<file path="config.mk">
export PLATFORM = sky130hd
export DESIGN_NAME = scan_chain_ctrl_flat
export DESIGN_NICKNAME = d
export VERILOG_FILES = /design/src/rtl/scan_chain_ctrl_if.sv /design/src/rtl/scan_chain_ctrl.sv /design/src/flat_wrapper.sv
export SDC_FILE = /design/constraint.sdc
export NUM_CORES = 1
export LEC_CHECK = 0
export BUFFER_PORTS_ARGS = -buffer_cell sky130_fd_sc_hd__clkbuf_2
export CAP_MARGIN = 25
export CORE_ASPECT_RATIO = 1.4
export CORE_MARGIN = 2
export CORE_UTILIZATION = 34
export DETAILED_ROUTE_END_ITERATION = 8
export GPL_TIMING_DRIVEN = 0
export PLACE_DENSITY = 0.52
export SYNTH_ARGS = -nofsm -noshare
export SYNTH_HDL_FRONTEND = slang
export SYNTH_SLANG_ARGS = --single-unit
</file>
<file path="constraint.sdc">
create_clock -name clk -period 2.3 [get_ports clk]
set_input_delay 0.46 -clock clk [delete_from_list [all_inputs] [get_ports clk]]
set_output_delay 0.46 -clock clk [all_outputs]
set_load 0.005 [all_outputs]
</file>
<file path="src/rtl/scan_chain_ctrl_if.sv">
// Pattern-in / response-out stream bundle for scan_chain_ctrl.
// master is the controller side; slave is the producer/consumer side.
interface scan_chain_ctrl_if #(
    parameter int WIDTH = 8
);
    logic             in_valid;
    logic             in_ready;
    logic [WIDTH-1:0] in_data;
    logic             out_valid;
    logic             out_ready;
    logic [WIDTH-1:0] out_data;

    modport master (
        input  in_valid, in_data, out_ready,
        output in_ready, out_valid, out_data
    );

    modport slave (
        output in_valid, in_data, out_ready,
        input  in_ready, out_valid, out_data
    );
endinterface

</file>
<file path="src/rtl/scan_chain_ctrl.sv">
// Scan test controller: buffers a DEPTH-word pattern, shifts it into the chain, captures once,
// unloads the response and streams it out. out_valid rises on the (2*DEPTH+2)-th rising edge
// after the edge that accepts the last pattern word.
module scan_chain_ctrl #(
    parameter int WIDTH = 8,
    parameter int DEPTH = 4
) (
    input  logic             clk,
    input  logic             rst_n,
    scan_chain_ctrl_if.master bus,
    output logic             scan_se,
    output logic [WIDTH-1:0] scan_si,
    input  logic [WIDTH-1:0] scan_so,
    output logic             busy,
    output logic             done
);
    localparam int IDX_W = (DEPTH > 1) ? $clog2(DEPTH) : 1;
    localparam logic [IDX_W-1:0] LAST = IDX_W'(DEPTH - 1);

    typedef enum logic [2:0] {
        LOAD,
        SHIFT_IN,
        CAPTURE,
        UNLOAD,
        DRAIN
    } state_t;

    state_t           state, state_n;
    logic [IDX_W-1:0] idx, idx_n;
    logic [WIDTH-1:0] pat_buf [DEPTH];
    logic             buf_we;
    logic [WIDTH-1:0] buf_wdata;
    logic             se_n;
    logic [WIDTH-1:0] si_n;
    logic             in_ready_q, in_ready_n;
    logic             out_valid_q, out_valid_n;
    logic             done_n;

    always_ff @(posedge clk or negedge rst_n) begin
        if (!rst_n) begin
            state       <= LOAD;
            idx         <= '0;
            scan_se     <= 1'b0;
            scan_si     <= '0;
            in_ready_q  <= 1'b0;
            out_valid_q <= 1'b0;
            done        <= 1'b0;
            busy        <= 1'b0;
        end else begin
            state       <= state_n;
            idx         <= idx_n;
            scan_se     <= se_n;
            scan_si     <= si_n;
            in_ready_q  <= in_ready_n;
            out_valid_q <= out_valid_n;
            done        <= done_n;
            busy        <= (state_n != LOAD);
        end
    end

    always_ff @(posedge clk or negedge rst_n) begin
        if (!rst_n) begin
            for (int i = 0; i < DEPTH; i++) pat_buf[i] <= '0;
        end else if (buf_we) begin
            pat_buf[idx] <= buf_wdata;
        end
    end

    // In UNLOAD the first cycle only raises se; the chain's capture edge happens there.
    always_comb begin
        state_n     = state;
        idx_n       = idx;
        buf_we      = 1'b0;
        buf_wdata   = bus.in_data;
        se_n        = scan_se;
        si_n        = scan_si;
        in_ready_n  = 1'b0;
        out_valid_n = out_valid_q;
        done_n      = 1'b0;
        case (state)
            LOAD: begin
                in_ready_n = 1'b1;
                if (bus.in_valid && in_ready_q) begin
                    buf_we = 1'b1;
                    idx_n  = idx + 1'b1;
                    if (idx == LAST) begin
                        idx_n      = '0;
                        in_ready_n = 1'b0;
                        state_n    = SHIFT_IN;
                    end
                end
            end
            SHIFT_IN: begin
                se_n  = 1'b1;
                si_n  = pat_buf[idx];
                idx_n = idx + 1'b1;
                if (idx == LAST) begin
                    idx_n   = '0;
                    state_n = CAPTURE;
                end
            end
            CAPTURE: begin
                se_n    = 1'b0;
                si_n    = '0;
                state_n = UNLOAD;
            end
            UNLOAD: begin
                se_n = 1'b1;
                if (scan_se) begin
                    buf_we    = 1'b1;
                    buf_wdata = scan_so;
                    idx_n     = idx + 1'b1;
                    if (idx == LAST) begin
                        idx_n       = '0;
                        se_n        = 1'b0;
                        out_valid_n = 1'b1;
                        state_n     = DRAIN;
                    end
                end
            end
            DRAIN: begin
                if (out_valid_q && bus.out_ready) begin
                    idx_n = idx + 1'b1;
                    if (idx == LAST) begin
                        idx_n       = '0;
                        out_valid_n = 1'b0;
                        done_n      = 1'b1;
                        in_ready_n  = 1'b1;
                        state_n     = LOAD;
                    end
                end
            end
            default: state_n = LOAD;
        endcase
    end

    assign bus.in_ready  = in_ready_q;
    assign bus.out_valid = out_valid_q;
    assign bus.out_data  = pat_buf[idx];
endmodule
</file>
<file path="src/flat_wrapper.sv">
// flat-port wrapper written by rule: the top's interface ports become plain ports
module scan_chain_ctrl_flat 
#(
    parameter int WIDTH = 8,
    parameter int DEPTH = 4
)
  (clk, rst_n, scan_se, scan_si, scan_so, busy, done, bus_in_valid, bus_in_data, bus_out_ready, bus_in_ready, bus_out_valid, bus_out_data);
  scan_chain_ctrl_if #(.WIDTH(WIDTH)) bus_i ();
  input  logic clk;
  input  logic rst_n;
  output logic scan_se;
  output logic [WIDTH-1:0] scan_si;
  input  logic [WIDTH-1:0] scan_so;
  output logic busy;
  output logic done;
  input wire logic [$bits(bus_i.in_valid)-1:0] bus_in_valid;
  input wire logic [$bits(bus_i.in_data)-1:0] bus_in_data;
  input wire logic [$bits(bus_i.out_ready)-1:0] bus_out_ready;
  output wire logic [$bits(bus_i.in_ready)-1:0] bus_in_ready;
  output wire logic [$bits(bus_i.out_valid)-1:0] bus_out_valid;
  output wire logic [$bits(bus_i.out_data)-1:0] bus_out_data;
  assign bus_i.in_valid = bus_in_valid;
  assign bus_i.in_data = bus_in_data;
  assign bus_i.out_ready = bus_out_ready;
  assign bus_in_ready = bus_i.in_ready;
  assign bus_out_valid = bus_i.out_valid;
  assign bus_out_data = bus_i.out_data;
  scan_chain_ctrl #(.WIDTH(WIDTH), .DEPTH(DEPTH)) u_core (.clk(clk), .rst_n(rst_n), .bus(bus_i), .scan_se(scan_se), .scan_si(scan_si), .scan_so(scan_so), .busy(busy), .done(done));
endmodule
</file>
# Word-level counts from Yosys, hierarchy flattened
# Index checks and enable logic that the tools add are counted.
[word_totals] regBits=50 input_bits=20 wordCells=75 out_inout_bits=21
[op_classes] muxes=38 bitwise=1 n_eq_ne=10 magnitude_cmp=2 reduce_logical=11 n_addsub=1
[op_table] operator="$mux 8" count=5
[op_table] operator="$bwmux 32" count=1
[op_table] operator="$mux 3" count=7
[op_table] operator="$bmux 8 s2" count=1
[op_table] operator="$demux 8 s2" count=1
[op_table] operator="$pmux 8 s2" count=1
[op_table] operator="$pmux 3 s5" count=1
[op_table] operator="$mux 1" count=12
[op_table] operator="$ne 2x1->1 const B" count=5
[op_table] operator="$mux 2" count=4
[op_table] operator="$pmux 2 s4" count=1
[op_table] operator="$eq 3x2->1 const B" count=2
[op_table] operator="$pmux 1 s2" count=3
[op_table] operator="$reduce_bool 3->1" count=2
[op_table] operator="$reduce_and 5->1" count=1
[op_table] operator="$reduce_and 4->1" count=1
[op_table] operator="$reduce_bool 2->1" count=2
[op_table] operator="$reduce_bool 4->1" count=1
[op_table] operator="$eq 3x1->1 const B" count=1
[op_table] operator="$eq 3x3->1 const B" count=1
[op_table] operator="$ge 3x3->1 const B" count=1
[op_table] operator="$logic_and 1x1->1" count=3
[op_table] operator="$logic_not 3->1" count=1
[op_table] operator="$lt 3x1->1 const B" count=1
[op_table] operator="other kinds (4)" count=4

# Logic depth before layout (Yosys ltp)
[logic_depth] ltp_word=6 ltp_mapped=8 depth_no_buf=6

# Worst setup path after synthesis
# No wires, ideal clock.
[synth_path] path_type="register to output" from="register u_core.idx[0]" to="output port bus_out_data[0]" n_path_buf=1 required_time_ns=1.840 path_stages_with_launch=3 t_arrival_ns=1.122 path_slack_ns=0.718 cell_sequence="dfrtp_1 -> buf_4 -> mux4_2"
[synth_between] elab_chain_cells=4
[synth_rtl] element="start: declaration" line_no="scan_chain_ctrl.sv:29" text="logic [IDX_W-1:0] idx, idx_n;"
[synth_rtl] element="start signal: assignment" line_no="scan_chain_ctrl.sv:51" text="idx <= idx_n;"
[synth_rtl] element="$not 2->3 (not written as such)" line_no="scan_chain_ctrl.sv:139" text="assign bus.out_data = pat_buf[idx];"
[synth_rtl] element="$bmux 8 s2" line_no="scan_chain_ctrl.sv:139"
[synth_rtl] element="$mux 8 (not written as such) (2 in a row)" line_no="scan_chain_ctrl.sv:139"
[synth_rtl] element="end: declaration" line_no="flat_wrapper.sv:21" text="output wire logic [$bits(bus_i.out_data)-1:0] bus_out_data;"
# Every way passes these cells. The select of a mux whose other input is x is not followed.

# Worst setup path in the final report
[layout_path] from="register u_core.idx[0]" to="output port bus_out_data[4]"
# The elaborated chain is that of the path after synthesis.

==> impl_metrics.tcl <==
set metrics [dict create \
    status "finished clean" \
    cts_max_level 2 \
    worstHoldPathType "in2async" \
    finalSetupViolCount 0 \
    vias 1743 \
    drc 0 \
    yosysWarnings 0 \
    dpl.hpwl_um 3880 \
    cp_max_fo 10 \
    yosysUniqueCellTypes 31 \
    diodes 0 \
    synth_top_area_share_pct 51.7 \
    grt_setup_unrepaired "false" \
    grt_max_degree 35 \
    start_util_pct 34.9 \
    drive_above_1_share_pct 28.8 \
    io-pin-count 41 \
    post-cts-setup-buffers 0 \
    yosysTopAreaCell "dfrtp_1" \
    clkSlewWorstSetupHoldPaths_ns 0.09 \
    cp-start-kind "flop" \
    port_buffers 40 \
    p_per_area_nw_per_um2 1470 \
    synth-seq-cells 50 \
    synth_nets 246 \
    fin_area_sq_um 2850 \
    antenna_found_initial 0 \
    drt-pass1-iter-count 4 \
    avgViaCountPerCell 4.76 \
    clk_path_buf_depth 2 \
    fin_crit_ns 2.19 \
    syn_inst 222 \
    synth_edf_count 0 \
    insertion_delay_ns 0.31 \
    fin_tns_setup_ns 0 \
    finClkSkew_ns 0.0116 \
    ys_dominant_reg_cell "dfrtp_1" \
    grt_first_pass_wirelength_um 9150 \
    mostFrequentLayoutCells "dfrtp_1, clkbuf_2, nor2_1" \
    rows 36 \
    layout_commonest_cell "dfrtp_1" \
    synth_area_sq_um 2420 \
    tightestPinTransition_ns 0.415 \
    p_leak_uw 0.00130 \
    cts_sinks 50 \
    die_w_um 75.3 \
    cts-buffers-inserted 5 \
    hold_buffers 0 \
    drt-initial-drc-count 31 \
    maxCapViolCount 0 \
    grt_pass1_vias 1804 \
    drtAntennaViolNets 0 \
    grt_overflow 0 \
    vdd_drop_max_mv 0.383 \
    avgSynthCellArea_sq_um 10.9 \
    fmax_mhz 456 \
    coreArea_sq_um 6940 \
    globalplace.congestion 0.752 \
    die_area_sq_um 7830 \
    syn_to_final_growth_pct 17.7 \
    finalHoldViolCount 0 \
    seq_area_frac_synth_pct 51.7 \
    ys_top_cells_by_area "dfrtp_1, mux4_2, a21oi_1" \
    path_class "reg2out" \
    cts-root-buf "clkbuf_8" \
    total_power_uw 4190 \
    slew_viol_final 0 \
    max-slew-margin-rel_pct 71.5 \
    dpl_cell_area_sq_um 2760 \
    die_y_um 104 \
    endpoint_kind "output port" \
    crit_required_ns 1.84 \
    fin_nets 294 \
    grt_usage_pct 15.2 \
    hold_slack_ns 0.0802 \
    final.period_utilization_pct 95.4 \
    wl_um 5380 \
    wl_per_cell_um 14.7 \
    cts_resized 0 \
    async_reset_ff_share_pct 100 \
    crit_arrival_ns 1.73 \
    cts_tree "yes" \
]
## routing by layer
layer  track usage [%]  share of wire [%]
met1              19.6                 43
met2              25.8                 53
met3              2.42                2.9
met4              4.14                1.3
met5                 0                  0
## worst paths after layout
path / startpoint / end / slack [ns] / cells after the start
worst max-delay path: u_core.idx[0] / bus_out_data[4] / 0.11 / 3
worst min-delay path: rst_n / u_core.done / 0.08 / 1
worst max register to register: u_core.idx[0] / u_core.pat_buf[31] / 0.61 / 8
worst min register to register: u_core.scan_si[7] / u_core.scan_si[7] / 0.51 / 2
max in group asynchronous: rst_n / u_core.pat_buf[9] / 1.69 / 2
min in group clk: bus_out_ready / u_core.done / 0.46 / 3
## state kept, by name, summed over array words and instances (netlist names)
register              count
u_core.state              3
u_core.done               1
u_core.pat_buf           32
u_core.busy               1
u_core.scan_si            8
u_core.idx                2
u_core.bus.out_valid      1
u_core.bus.in_ready       1
u_core.scan_se            1
## worst max-delay path: stages (launching register included)
cell and delay (ns):
dfrtp_1 0.45, buf_4 0.26, mux4_2 0.58, clkbuf_2 0.14
## final cells by class
cell class	count	area [sq um]
Fill cell	731	4090
Sequential cell	50	1250
Multi-Input combinational cell	155	1060
Timing Repair Buffer	41	220
Tap cell	95	119
Buffer	14	104
Clock buffer	5	68.8
Clock inverter	3	21.3
Inverter	3	11.3
## synth_stat cells (2+ instances only)
library cell,instances
a21o_1,2
a21oi_1,34
a21oi_4,4
buf_2,5
buf_4,2
buf_6,5
clkbuf_1,2
dfrtp_1,50
ha_1,4
inv_1,3
mux2_1,2
mux2i_1,9
mux4_2,8
nand2_1,16
nand2b_1,4
nand3_1,3
nor2_1,37
nor2b_1,2
o21ai_0,18
## report_power, final
part | internal (uW) | leakage (uW) | switching (uW)
registers | 1300 | 0.000578 | 228
clock network | 214 | 0.0000441 | 312
logic | 962 | 0.000679 | 1170
## through the flow
stage               setup WS [ns]  instances  util, %
detailed placement          0.415        358     39.8
global placement            0.428        357     39.5
global route               0.0284        366     41.1
finish                      0.106        366     41.1
CTS                        0.0740        366     41.1
floorplan                   0.718        222        -
## cells by family after synthesis
group,count (synthesis),share of synthesized area [%]
AND/OR/NAND/NOR,69,13.7
AO/OA/AOI/OAI,63,15.8
multiplexers,19,12.1
buffers and inverters,17,4.75
flip-flops,50,51.7
adder cells (fa/ha/maj),4,2.07
No activity file was read; power rests on OpenSTA's default activity.
